### src/rtl/jk_ctrl_pkg.sv
// Shared encodings for the JK counter controller: command ops, FSM states and
// per-cell J/K drive pairs, packed as {j, k}.
package jk_ctrl_pkg;

   typedef enum logic [1:0] {
      OP_CLEAR = 2'b00,
      OP_LOAD  = 2'b01,
      OP_UP    = 2'b10,
      OP_DOWN  = 2'b11
   } op_e;

   typedef enum logic [1:0] {
      S_IDLE = 2'b00,
      S_RUN  = 2'b01,
      S_DONE = 2'b10
   } state_e;

   localparam logic [1:0] JK_HOLD = 2'b00;
   localparam logic [1:0] JK_SET  = 2'b10;
   localparam logic [1:0] JK_CLR  = 2'b01;
   localparam logic [1:0] JK_TGL  = 2'b11;

endpackage

### src/rtl/jk_cell.sv
// Single JK flip-flop with asynchronous active-low reset to 0.
module jk_cell (
   input  logic clk,
   input  logic reset,
   input  logic j,
   input  logic k,
   output logic q
);

   always_ff @(posedge clk or negedge reset) begin
      if (!reset) begin
         q <= 1'b0;
      end else begin
         case ({j, k})
            2'b00:   q <= q;
            2'b10:   q <= 1'b1;
            2'b01:   q <= 1'b0;
            default: q <= ~q;
         endcase
      end
   end

endmodule

### src/rtl/jk_counter_ctrl.sv
// Command sequencer driving a WIDTH-bit array of JK cells: clear, load, or count
// up/down for a latched number of steps, with done and wrap pulses.
module jk_counter_ctrl
   import jk_ctrl_pkg::*;
#(
   parameter int unsigned WIDTH = 4,
   parameter int unsigned LEN_W = 8
) (
   input  logic             clk,
   input  logic             reset,
   input  logic             cmd_valid,
   output logic             cmd_ready,
   input  logic [1:0]       cmd_op,
   input  logic [WIDTH-1:0] cmd_data,
   input  logic [LEN_W-1:0] cmd_len,
   output logic [WIDTH-1:0] q,
   output logic             busy,
   output logic             done,
   output logic             wrap
);

   state_e           state_q;
   op_e              op_q;
   logic [WIDTH-1:0] data_q;
   logic [LEN_W-1:0] cnt_q;
   logic             done_q;
   logic             wrap_q;
   logic [WIDTH-1:0] j;
   logic [WIDTH-1:0] k;

   always_ff @(posedge clk or negedge reset) begin
      if (!reset) begin
         state_q <= S_IDLE;
         op_q    <= OP_CLEAR;
         data_q  <= '0;
         cnt_q   <= '0;
         done_q  <= 1'b0;
         wrap_q  <= 1'b0;
      end else begin
         done_q <= 1'b0;
         wrap_q <= 1'b0;
         case (state_q)
            S_IDLE: begin
               if (cmd_valid) begin
                  op_q    <= op_e'(cmd_op);
                  data_q  <= cmd_data;
                  // Only UP/DOWN (op msb set) use the run length; zero means one step.
                  if (cmd_op[1] && (cmd_len != '0)) cnt_q <= cmd_len;
                  else                              cnt_q <= LEN_W'(1);
                  state_q <= S_RUN;
               end
            end
            S_RUN: begin
               cnt_q  <= cnt_q - LEN_W'(1);
               wrap_q <= ((op_q == OP_UP) && (&q)) || ((op_q == OP_DOWN) && !(|q));
               if (cnt_q == LEN_W'(1)) begin
                  state_q <= S_DONE;
                  done_q  <= 1'b1;
               end
            end
            S_DONE:  state_q <= S_IDLE;
            default: state_q <= S_IDLE;
         endcase
      end
   end

   // Ripple the "all lower bits ones/zeros" condition from bit 0 upward.
   always_comb begin
      logic       all_ones;
      logic       all_zeros;
      logic [1:0] drv;
      all_ones  = 1'b1;
      all_zeros = 1'b1;
      drv       = JK_HOLD;
      j         = '0;
      k         = '0;
      for (int i = 0; i < int'(WIDTH); i++) begin
         drv = JK_HOLD;
         if (state_q == S_RUN) begin
            case (op_q)
               OP_CLEAR: drv = JK_CLR;
               OP_LOAD:  drv = data_q[i] ? JK_SET : JK_CLR;
               OP_UP:    drv = all_ones ? JK_TGL : JK_HOLD;
               OP_DOWN:  drv = all_zeros ? JK_TGL : JK_HOLD;
               default:  drv = JK_HOLD;
            endcase
         end
         j[i]      = drv[1];
         k[i]      = drv[0];
         all_ones  = all_ones & q[i];
         all_zeros = all_zeros & ~q[i];
      end
   end

   for (genvar gi = 0; gi < int'(WIDTH); gi++) begin : g_cell
      jk_cell u_cell (
         .clk   (clk),
         .reset (reset),
         .j     (j[gi]),
         .k     (k[gi]),
         .q     (q[gi])
      );
   end

   assign cmd_ready = (state_q == S_IDLE);
   assign busy      = (state_q != S_IDLE);
   assign done      = done_q;
   assign wrap      = wrap_q;

endmodule

### config.mk
export PLATFORM = sky130hd
export DESIGN_NAME = jk_counter_ctrl
export DESIGN_NICKNAME = d
export VERILOG_FILES = /design/src/rtl/jk_ctrl_pkg.sv /design/src/rtl/jk_cell.sv /design/src/rtl/jk_counter_ctrl.sv
export SDC_FILE = /design/constraint.sdc
export NUM_CORES = 1
export LEC_CHECK = 0
export BUFFER_PORTS_ARGS = -buffer_cell sky130_fd_sc_hd__clkbuf_2
export CAP_MARGIN = 5
export CORE_MARGIN = 10
export CORE_UTILIZATION = 45
export DETAILED_ROUTE_END_ITERATION = 12
export PLACE_DENSITY = 0.67
export SYNTH_ARGS = -nofsm -noshare
export SYNTH_HDL_FRONTEND = slang
export SYNTH_SLANG_ARGS = --single-unit
export TNS_END_PERCENT = 30
### constraint.sdc
create_clock -name clk -period 2.2 [get_ports clk]
set_input_delay 0.11 -clock clk [delete_from_list [all_inputs] [get_ports clk]]
set_output_delay 0.11 -clock clk [all_outputs]
set_load 0.01 [all_outputs]
==> results of run 1 <==
[what timing repair did]
action,CTS,global route
hold buffers,1,0
endpoints found under the hold margin,22,0
setup endpoints to repair,0,1
resized for setup,0,1
[kinds of logic after synthesis]
group / Yosys count / share of synthesized area (%)
and+or+nand+nor: 56 / 20.9
DFF: 22 / 39.0
buffers and inverters: 18 / 6.48
adders and majority gates: 9 / 7.99
AOI/OAI and AO/OA: 40 / 18.9
muxes: 7 / 5.41
xor gates and xnor gates: 2 / 1.24
[worst max-delay path, cell delays in order (launching register included)]
cell and delay, ps:
sky130_fd_sc_hd__dfrtp_1 390, sky130_fd_sc_hd__or3b_4 410, sky130_fd_sc_hd__nor2_1 90, sky130_fd_sc_hd__a21oi_1 70, sky130_fd_sc_hd__a221o_1 360, sky130_fd_sc_hd__ha_1 320, sky130_fd_sc_hd__nor3b_1 150, sky130_fd_sc_hd__a211oi_1 190
[final timing paths]
| path | startpoint | endpoint | slack (ps) | depth (start not counted) |
|---|---|---|---|---|
| setup / recovery | g_cell[0].u_cell.q | g_cell[3].u_cell.q | 150 | 7 |
| hold / removal | cmd_data[1] | data_q[1] | 30 | 2 |
| setup reg to reg | g_cell[0].u_cell.q | g_cell[3].u_cell.q | 150 | 7 |
| hold reg to reg | data_q[1] | data_q[1] | 520 | 1 |
| max in group asynchronous | reset | cnt_q[5] | 1530 | 2 |
| min in group asynchronous | reset | wrap | 290 | 2 |
[synthesized netlist by cell type, types with 2 or more instances]
master,n
sky130_fd_sc_hd__nand2b_1,2
sky130_fd_sc_hd__a211oi_1,2
sky130_fd_sc_hd__o22ai_1,4
sky130_fd_sc_hd__nor2_1,16
sky130_fd_sc_hd__a221o_1,3
sky130_fd_sc_hd__nor3b_1,2
sky130_fd_sc_hd__nor2b_1,6
sky130_fd_sc_hd__mux2_2,5
sky130_fd_sc_hd__nand4_1,3
sky130_fd_sc_hd__a21oi_1,12
sky130_fd_sc_hd__nand2_1,17
sky130_fd_sc_hd__o21ai_0,7
sky130_fd_sc_hd__buf_4,4
sky130_fd_sc_hd__o31ai_1,2
sky130_fd_sc_hd__ha_1,9
sky130_fd_sc_hd__clkbuf_1,4
sky130_fd_sc_hd__dfrtp_1,22
sky130_fd_sc_hd__mux2i_1,2
sky130_fd_sc_hd__inv_1,8
[placed cells by master, fill, tap and decap left out, types with 2 or more instances in the layout]
cell	count
sky130_fd_sc_hd__nand2b_1	2
sky130_fd_sc_hd__nor2_1	16
sky130_fd_sc_hd__a211oi_1	2
sky130_fd_sc_hd__nand2_1	17
sky130_fd_sc_hd__buf_4	6
sky130_fd_sc_hd__dfrtp_1	22
sky130_fd_sc_hd__nor3b_1	2
sky130_fd_sc_hd__a21oi_1	12
sky130_fd_sc_hd__o21ai_0	7
sky130_fd_sc_hd__inv_1	8
sky130_fd_sc_hd__nor2b_1	6
sky130_fd_sc_hd__o22ai_1	4
sky130_fd_sc_hd__o31ai_1	2
sky130_fd_sc_hd__clkbuf_2	24
sky130_fd_sc_hd__ha_1	9
sky130_fd_sc_hd__a221o_1	3
sky130_fd_sc_hd__clkbuf_4	3
sky130_fd_sc_hd__nand4_1	3
sky130_fd_sc_hd__mux2_2	5
sky130_fd_sc_hd__mux2i_1	2
[per-stage QoR]
step / utilization, % / cells / hold slack [ps] / setup WS, ps / instance area (sq um)
2_1_floorplan: - / 154 / -186 / 130 / 1410
3_3_place_gp: 51.8 / 218 / 117 / 152 / 1570
3_5_place_dp: 51.8 / 218 / 126 / 92.4 / 1570
4_1_cts: 52.9 / 222 / 22.0 / 77.3 / 1600
5_1_grt: 53.0 / 222 / 15.4 / 20.0 / 1600
6_report: 53.0 / 222 / 29.0 / 150 / 1600
[flip-flops by register name, indices dropped and copies added, names as in the netlist]
| register | flops |
|---|---|
| cnt_q | 8 |
| data_q | 4 |
| g_cell.u_cell.q | 4 |
| op_q | 2 |
| state_q | 2 |
| done | 1 |
| wrap | 1 |
[cell type report]
| type | count | share of cell area [%] |
|---|---|---|
| flip-flops and latches | 22 | 34.3 |
| inverters | 8 | 1.87 |
| well taps | 44 | 3.43 |
| clock buffers | 3 | 1.40 |
| multi-input cells | 114 | 48.0 |
| repair buffers | 31 | 10.9 |
[metal layers]
layer | up-vias | track usage (%) | share of wire [%]
met5 | - | 0 | 0
met4 | 0 | 3.03 | 0.98
met3 | 4 | 3.54 | 5.4
met2 | 25 | 18.6 | 49
met1 | 566 | 12.8 | 44
li1 | 603 | - | -
[power by group through the flow]
stage                     Sequential, W  Clock, W  Combinational, W
final                          0.000404  0.000183         0.0000346
after global placement         0.000412         0         0.0000327
after floorplan                0.000412         0        0.00000817
after CTS                      0.000404  0.000188         0.0000355
after global routing           0.000404  0.000206         0.0000394
after detailed placement       0.000412         0         0.0000341
==> qor.log, run 1 <==
[sta] max-slew violation total from the final report 0
[logic_synthesis] Distinct cells, synth 43
[die] Die Area 5770 sq um
[worst_hold_path] class of the tightest hold or removal check primary input to register
[cells_and_area] combined area of the multi-input logic cells 771 sq um
[grt] global-route usage over all layers 11.0%
[sta] post-route clock period utilization 93.2%
[clock_network] clock-pin slew reported for the worst setup and hold paths after clock tree synthesis 120 ps
[logic_synthesis] net count after synthesis 180
[clock_network] Clock Latency Late Sink 310 ps
[cells_and_area] footprint of the flip-flops and latches 551 sq um
[cells_and_area] area added between synthesis and finish 13.8%
[status] run status finished, final reports clean
[placed_design] number of port buffers 24
[pwr] total net switching power 0.000139 W
[logic_synthesis] proportion of netlist area held by the largest area contributor 39.0%
[clock_network] Num CTS Buffers 3
[pwr] internal power of the cells 0.000483 W
[die] Die Span X 76.0 microns
[setup_path] kind of critical path register to register
[sta] highest achievable clock rate 0.488 GHz
[sta] Min Clock Period, post-route 2050 ps
[logic_synthesis] number of enable-type register cells in the synthesized netlist 0
[die] effective utilization at floorplan 46.6%
[detailed_routing] vias after detailed routing 1198
[die] placeable core area 3030 sq um
[logic_synthesis] Mapped Cells 154
[setup_path] Arrival @ worst endpoint 2290 ps
[detailed_routing] vias per std cell 5.40
[setup_path] maximum fanout encountered on the critical timing path 4
[detailed_routing] first-pass iteration count of the detailed router 4
[placed_design] HPWL Detailed 2520 microns
[grt] GR Overflow Total 0
[die] height of the die 76.0 microns
[clock_network] maximum clock insertion buffer count 2
[die] count of boundary I/O pins 25
[sta] worst setup skew after layout 11.8 ps
[sta] final setup vio count 0
[flow_run] max cap viols 0
[logic_synthesis] count of yosys warnings during synthesis 0
[setup_path] Startpoint Class register
[pwr] power per standard cell area 388 nW/um^2
[detailed_routing] antenna violation net count after detailed routing 0
[detailed_routing] post-DR wirelength/cell 14.2 microns
[cells_and_area] antenna fix cells 0
[logic_synthesis] area of the mapped netlist 1410 sq um
[grt] wire length of the first global-routing pass 5460 microns
[pwr] leakage power 0.819 nW
[logic_synthesis] dominant synthesized flop cell sky130_fd_sc_hd__dfrtp_1
[cells_and_area] final-layout fill cell count 291
[sta] slew at the pin with the worst max-slew slack 546 ps
[setup_path] kind of capture point of the worst setup path register
[detailed_routing] count of routing violations after the opening detailed-route iteration 89
[detailed_routing] residual DRC count 0
[clock_network] cell chosen for the clock root sky130_fd_sc_hd__clkbuf_4
[grt] vias in the first global route 1214
[pwr] portion of total power attributed to combinational logic 5.6%
[clock_network] sinks on the clock net 22
[grt] number of antenna violations at the first check in global routing 0
[cells_and_area] fraction of final layout cells with drive strength greater than 1 24.2%
[logic_synthesis] share of synthesized area occupied by flip-flops and latches 39.0%
[sta] endpoints failing hold 0
[pwr] Clk network pwr share 29.4%
[logic_synthesis] cell types with the largest area share after synthesis sky130_fd_sc_hd__dfrtp_1, sky130_fd_sc_hd__ha_1, sky130_fd_sc_hd__nand2_1
[sta] RSZ-0062 raised after global routing no
[pwr] largest vdd supply drop 0.000324 V
[placed_design] routability-driven placement congestion ratio 0.809
[clock_network] H-Tree Level Count 1
[grt] largest net degree at the start of global routing 23
[clock_network] clock tree from TritonCTS built
[cells_and_area] fin nets 206
[die] Std-Cell Rows 20
[detailed_routing] post-detailed-routing wire length 3150 microns
[pwr] proportion of power drawn by flip-flops and latches 65.0%
[setup_path] Required @ worst endpoint 2440 ps
[logic_synthesis] average footprint of a synthesized cell 9.16 sq um
[logic_synthesis] Synth async-reset ratio 100%
[logic_synthesis] library cell with the largest summed area after synthesis sky130_fd_sc_hd__dfrtp_1
[clock_network] Setup Buffers After CTS 0
[pwr] Total Power Consumption 0.000622 W
[pwr] Net Sw Frac 22.3%
[sta] worst relative slew slack 63.6%
[logic_synthesis] Yosys reg bits 22
[sta] TNS Setup 0 ps
Power figures use the tool's default switching activity.
==> inputs of run 2 (changes only) <==
--- a/config.mk
+++ b/config.mk
@@ -10,6 +10,7 @@
 export CORE_MARGIN = 10
 export CORE_UTILIZATION = 45
 export DETAILED_ROUTE_END_ITERATION = 12
+export MAX_ROUTING_LAYER = met4
 export PLACE_DENSITY = 0.67
 export SYNTH_ARGS = -nofsm -noshare
 export SYNTH_HDL_FRONTEND = slang
==> qor.log, run 2 (synthesis results as in run 1) <==
[cells_and_area] max reg flops 8
[clock_network] Clock Latency Late Sink 310 ps
[setup_path] Startpoint Class register
[clock_network] sinks on the clock net 22
[grt] number of antenna violations at the first check in global routing 0
[worst_hold_path] Worst Min Path Start cmd_data[1]
[sta] RSZ-0062 raised after global routing no
[detailed_routing] residual DRC count 0
[setup_path] kind of critical path register to register
[setup_path] r2r startpoint g_cell[0].u_cell.q
[sta] max-slew violation total from the final report 0
[cells_and_area] antenna fix cells 0
[setup_path] worst path buffer plus inverter count 0
[grt] global-route usage over all layers 11.3%
[sta] Min Clock Period, post-route 2050 ps
[setup_path] beginning of the critical path g_cell[0].u_cell.q
[sta] endpoints failing hold 0
[grt] vias in the first global route 1214
[placed_design] number of port buffers 24
[grt] GR Overflow Total 0
[die] Die Area 5770 sq um
[die] count of boundary I/O pins 25
[sta] TNS Setup 0 ps
[sta] worst setup skew after layout 11.6 ps
[detailed_routing] vias per std cell 5.45
[setup_path] maximum single-stage delay on the critical path 410 ps
[clock_network] Num CTS Buffers 3
[setup_path] cell family with the largest share of critical-path delay simple AND/OR/NAND/NOR gates
[detailed_routing] antenna violation net count after detailed routing 0
[setup_path] Required @ worst endpoint 2440 ps
[grt] largest net degree at the start of global routing 23
[sta] post-route clock period utilization 93.2%
[cells_and_area] largest registers cnt_q x8, data_q x4, g_cell.u_cell.q x4
[clock_network] clock tree from TritonCTS built
[pwr] largest vdd supply drop 0.000323 V
[die] height of the die 76.0 microns
[cells_and_area] Final Util 53.0%
[clock_network] Setup Buffers After CTS 0
[clock_network] clock-pin slew reported for the worst setup and hold paths after clock tree synthesis 120 ps
[flow_run] max cap viols 0
[sta] worst hold margin 29.0 ps
[sta] final setup vio count 0
[die] effective utilization at floorplan 46.6%
[worst_hold_path] endpoint of the worst hold path data_q[1]
[setup_path] kind of capture point of the worst setup path register
[cells_and_area] fin nets 206
[placed_design] HPWL Detailed 2520 microns
[clock_network] cell chosen for the clock root sky130_fd_sc_hd__clkbuf_4
[placed_design] routability-driven placement congestion ratio 0.821
[detailed_routing] M1 WL 1450 microns
[cells_and_area] commonest non-fill, non-tap cell in the layout sky130_fd_sc_hd__clkbuf_2
[die] placeable core area 3030 sq um
[setup_path] ordered list of cells on the worst path or3b_4 > nor2_1 > a21oi_1 > a221o_1 > ha_1 > nor3b_1 > a211oi_1
[setup_path] endpoint of the worst-slack reg-to-reg timing path g_cell[3].u_cell.q
[grt] wire length of the first global-routing pass 5460 microns
[clock_network] H-Tree Level Count 1
[status] run status finished, final reports clean
[pwr] leakage power 0.819 nW
[worst_hold_path] cell depth of the worst min-delay path 2
[detailed_routing] top layer in use met4
[setup_path] master of the slowest instance on the critical path sky130_fd_sc_hd__or3b_4
[worst_hold_path] class of the tightest hold or removal check primary input to register
[setup_path] length in cells of the worst reg-to-reg path 7
[die] Die Span X 76.0 microns
[detailed_routing] first-pass iteration count of the detailed router 4
[detailed_routing] vias after detailed routing 1210
[sta] worst relative slew slack 63.2%
[sta] highest achievable clock rate 0.488 GHz
[cells_and_area] most frequent cells in the layout sky130_fd_sc_hd__clkbuf_2, sky130_fd_sc_hd__dfrtp_1, sky130_fd_sc_hd__nand2_1
[cells_and_area] fraction of final layout cells with drive strength greater than 1 24.2%
[pwr] Total Power Consumption 0.000622 W
[cells_and_area] register containing the most flip-flops in the final layout cnt_q
[detailed_routing] post-detailed-routing wire length 3170 microns
[die] Std-Cell Rows 20
[setup_path] Arrival @ worst endpoint 2290 ps
[setup_path] setup slack, reg-to-reg 150 ps
[clock_network] maximum clock insertion buffer count 2
[detailed_routing] met3 WL 137 microns
[detailed_routing] post-DR wirelength/cell 14.3 microns
[pwr] power per standard cell area 388 nW/um^2
[setup_path] maximum fanout encountered on the critical timing path 4
[detailed_routing] routed length on met2 1550 microns
[cells_and_area] area added between synthesis and finish 13.8%
[detailed_routing] count of routing violations after the opening detailed-route iteration 89
[sta] slew at the pin with the worst max-slew slack 552 ps
==> run 2: worst max-delay path by stage <==
stage | to | slack, ps | cells past startpoint
floorplan | g_cell[3].u_cell.q | 130 | 7
global placement | g_cell[3].u_cell.q | 150 | 7
detailed placement | g_cell[3].u_cell.q | 90 | 7
CTS | g_cell[3].u_cell.q | 80 | 7
global route | g_cell[3].u_cell.q | 20 | 7
finish | g_cell[3].u_cell.q | 150 | 7
==> run 2: power breakdown <==
| part | switching (W) | total (W) | internal (W) | leakage, nW |
|---|---|---|---|---|
| Sequential | 0 | 0.000404 | 0.000404 | 0.282 |
| Clock | 0.000119 | 0.000183 | 0.0000641 | 0.0138 |
| Combinational | 0.0000199 | 0.0000348 | 0.0000149 | 0.523 |
| Total | 0.000139 | 0.000622 | 0.000483 | 0.819 |
==> run 2: per-layer routing <==
metal,vias to the layer above,track usage (%)
li1,603,-
met1,580,12.9
met2,23,18.6
met3,4,3.30
met4,0,3.03
met5,-,-
==> run 2: stage by stage <==
| step | setup WS (ps) | area [sq um] | std cells |
|---|---|---|---|
| 6_report | 150 | 1600 | 222 |
| 5_1_grt | 20.0 | 1600 | 222 |
| 4_1_cts | 77.3 | 1600 | 222 |
| 3_3_place_gp | 152 | 1570 | 218 |
| 2_1_floorplan | 130 | 1410 | 154 |
| 3_5_place_dp | 92.4 | 1570 | 218 |
==> run 2: area by class of cell <==
cell class	count	area, sq um
Multi-Input combinational cell	114	771
Fill cell	291	1420
Clock buffer	3	22.5
Tap cell	44	55.1
Inverter	8	30.0
Timing Repair Buffer	31	175
Sequential cell	22	551
==> run 2: repair_timing <==
action / in CTS / in global routing
setup endpoints to repair: 0 / 1
resized for setup: 0 / 1
hold endpoints to repair: 22 / 0
hold buffers: 1 / 0
==> run 2: worst register-to-register path, stage by stage (launching register included) <==
cell and delay, ps:
sky130_fd_sc_hd__dfrtp_1 390, sky130_fd_sc_hd__or3b_4 410, sky130_fd_sc_hd__nor2_1 90, sky130_fd_sc_hd__a21oi_1 70, sky130_fd_sc_hd__a221o_1 360, sky130_fd_sc_hd__ha_1 320, sky130_fd_sc_hd__nor3b_1 150, sky130_fd_sc_hd__a211oi_1 190
==> inputs of run 3 (changes only) <==
--- a/config.mk
+++ b/config.mk
@@ -7,11 +7,12 @@
 export LEC_CHECK = 0
 export BUFFER_PORTS_ARGS = -buffer_cell sky130_fd_sc_hd__clkbuf_2
 export CAP_MARGIN = 5
+export CORE_ASPECT_RATIO = 1.2
 export CORE_MARGIN = 10
-export CORE_UTILIZATION = 45
+export CORE_UTILIZATION = 49
 export DETAILED_ROUTE_END_ITERATION = 12
 export MAX_ROUTING_LAYER = met4
-export PLACE_DENSITY = 0.67
+export PLACE_DENSITY = 0.72
 export SYNTH_ARGS = -nofsm -noshare
 export SYNTH_HDL_FRONTEND = slang
 export SYNTH_SLANG_ARGS = --single-unit
==> qor.log, run 3 (synthesis results as in run 1) <==
[placed_design] number of port buffers 24
[clock_network] H-Tree Level Count 1
[setup_path] beginning of the critical path g_cell[0].u_cell.q
[pwr] power per standard cell area 387 nW/um^2
[die] Std-Cell Rows 21
[cells_and_area] fin nets 207
[grt] largest net degree at the start of global routing 23
[setup_path] Required @ worst endpoint 2410 ps
[cells_and_area] final design area excluding fillers 1600 sq um
[sta] final critical-path setup slack 120 ps
[flow_run] max cap viols 0
[clock_network] clock-pin slew reported for the worst setup and hold paths after clock tree synthesis 120 ps
[placed_design] Area after DPL 1560 sq um
[grt] vias in the first global route 1237
[detailed_routing] post-detailed-routing wire length 3240 microns
[cells_and_area] commonest non-fill, non-tap cell in the layout sky130_fd_sc_hd__clkbuf_2
[setup_path] r2r startpoint g_cell[0].u_cell.q
[clock_network] Num CTS Buffers 3
[die] Die Area 5430 sq um
[sta] worst setup skew after layout 7.44 ps
[sta] RSZ-0062 raised after global routing no
[clock_network] maximum clock insertion buffer count 2
[die] Die Span X 69.0 microns
[grt] number of antenna violations at the first check in global routing 0
[detailed_routing] vias after detailed routing 1230
[detailed_routing] first-pass iteration count of the detailed router 4
[detailed_routing] antenna violation net count after detailed routing 0
[clock_network] Clock Latency Late Sink 300 ps
[placed_design] routability-driven placement congestion ratio 0.856
[clock_network] cell chosen for the clock root sky130_fd_sc_hd__clkbuf_4
[detailed_routing] post-DR wirelength/cell 15.2 microns
[setup_path] Arrival @ worst endpoint 2290 ps
[sta] highest achievable clock rate 0.481 GHz
[die] count of boundary I/O pins 25
[sta] final setup vio count 0
[worst_hold_path] Worst Min Path Start cmd_data[0]
[die] height of the die 78.8 microns
[detailed_routing] vias per std cell 5.77
[grt] global-route usage over all layers 12.3%
[pwr] Total Power Consumption 0.000618 W
[grt] GR Overflow Total 0
[grt] wire length of the first global-routing pass 5330 microns
[sta] Min Clock Period, post-route 2080 ps
[pwr] largest vdd supply drop 0.000249 V
[clock_network] sinks on the clock net 22
[detailed_routing] residual DRC count 0
[sta] slew at the pin with the worst max-slew slack 555 ps
[setup_path] Startpoint Class register
[cells_and_area] max reg flops 8
[placed_design] Cell Count Post-Placement 208
[sta] post-route clock period utilization 94.6%
[sta] max-slew violation total from the final report 0
[cells_and_area] largest registers cnt_q x8, data_q x4, g_cell.u_cell.q x4
[pwr] leakage power 0.819 nW
[cells_and_area] fraction of final layout cells with drive strength greater than 1 24.6%
[cells_and_area] area added between synthesis and finish 13.3%
[cells_and_area] most frequent cells in the layout sky130_fd_sc_hd__clkbuf_2, sky130_fd_sc_hd__dfrtp_1, sky130_fd_sc_hd__nand2_1
[placed_design] HPWL Detailed 2530 microns
[sta] worst relative slew slack 63.0%
[detailed_routing] count of routing violations after the opening detailed-route iteration 110
[cells_and_area] antenna fix cells 0
[sta] TNS Setup 0 ps
[cells_and_area] register containing the most flip-flops in the final layout cnt_q
[cells_and_area] final cell count without fillers 213
[die] placeable core area 2790 sq um
[setup_path] kind of capture point of the worst setup path register
[setup_path] kind of critical path register to register
[status] run status finished, final reports clean
[setup_path] maximum fanout encountered on the critical timing path 3
[worst_hold_path] class of the tightest hold or removal check primary input to register
[clock_network] clock tree from TritonCTS built
[placed_design] Post-Place Worst Slack 71.5 ps
[die] effective utilization at floorplan 50.6%
[sta] endpoints failing hold 0
-- run 3: area by class of cell --
cell class	count	area (sq um)
clock buffer	3	22.5
inverter	8	30.0
sequential	22	552
timing repair buffer	32	183
tap	34	42.5
fill	273	1190
multi-input combinational	114	768
-- run 3: worst paths after layout --
| check | endpoint | depth (start not counted) | slack (ps) |
|---|---|---|---|
| worst max-delay path | g_cell[3].u_cell.q | 7 | 120 |
| worst min-delay path | data_q[0] | 2 | 30 |
| worst max register to register | g_cell[3].u_cell.q | 7 | 120 |
| worst min register to register | data_q[2] | 1 | 540 |
| max in group asynchronous | g_cell[1].u_cell.q | 2 | 1500 |
| min in group asynchronous | g_cell[0].u_cell.q | 2 | 310 |
-- run 3: timing repair --
item / CTS / global route
hold buffers: 1 / 0
buffers inserted: 0 / 1
resized for setup: 0 / 1
hold endpoints to repair: 22 / 0
setup endpoints to repair: 0 / 1
-- run 3: where the power goes --
group | internal, W | switching [W] | total [W]
clock | 0.0000638 | 0.000116 | 0.000180
combinational | 0.0000149 | 0.0000194 | 0.0000343
sequential | 0.000404 | 0 | 0.000404
total | 0.000483 | 0.000135 | 0.000618
-- run 3: through the flow --
| stage | util, % | hold slack, ps |
|---|---|---|
| floorplan | - | -186 |
| global placement | 55.9 | 125 |
| detailed placement | 55.9 | 121 |
| CTS | 57.1 | 18.2 |
| global route | 57.4 | 27.2 |
| finish | 57.4 | 27.6 |
-- run 3: critical path, stage by stage (launching register included) --
cell and delay, ps:
sky130_fd_sc_hd__dfrtp_1 400, sky130_fd_sc_hd__or3b_1 400, sky130_fd_sc_hd__nor2_1 100, sky130_fd_sc_hd__a21oi_1 70, sky130_fd_sc_hd__a221o_1 360, sky130_fd_sc_hd__ha_1 320
sky130_fd_sc_hd__nor3b_1 150, sky130_fd_sc_hd__a211oi_1 200
-- run 3: layer usage --
layer,GRT usage [%],up-vias,part of all wire [%]
met4,3.75,0,0.92
met2,21.3,23,51
met1,13.4,601,43
li1,-,602,-
met3,2.67,4,5.5
met5,-,-,0
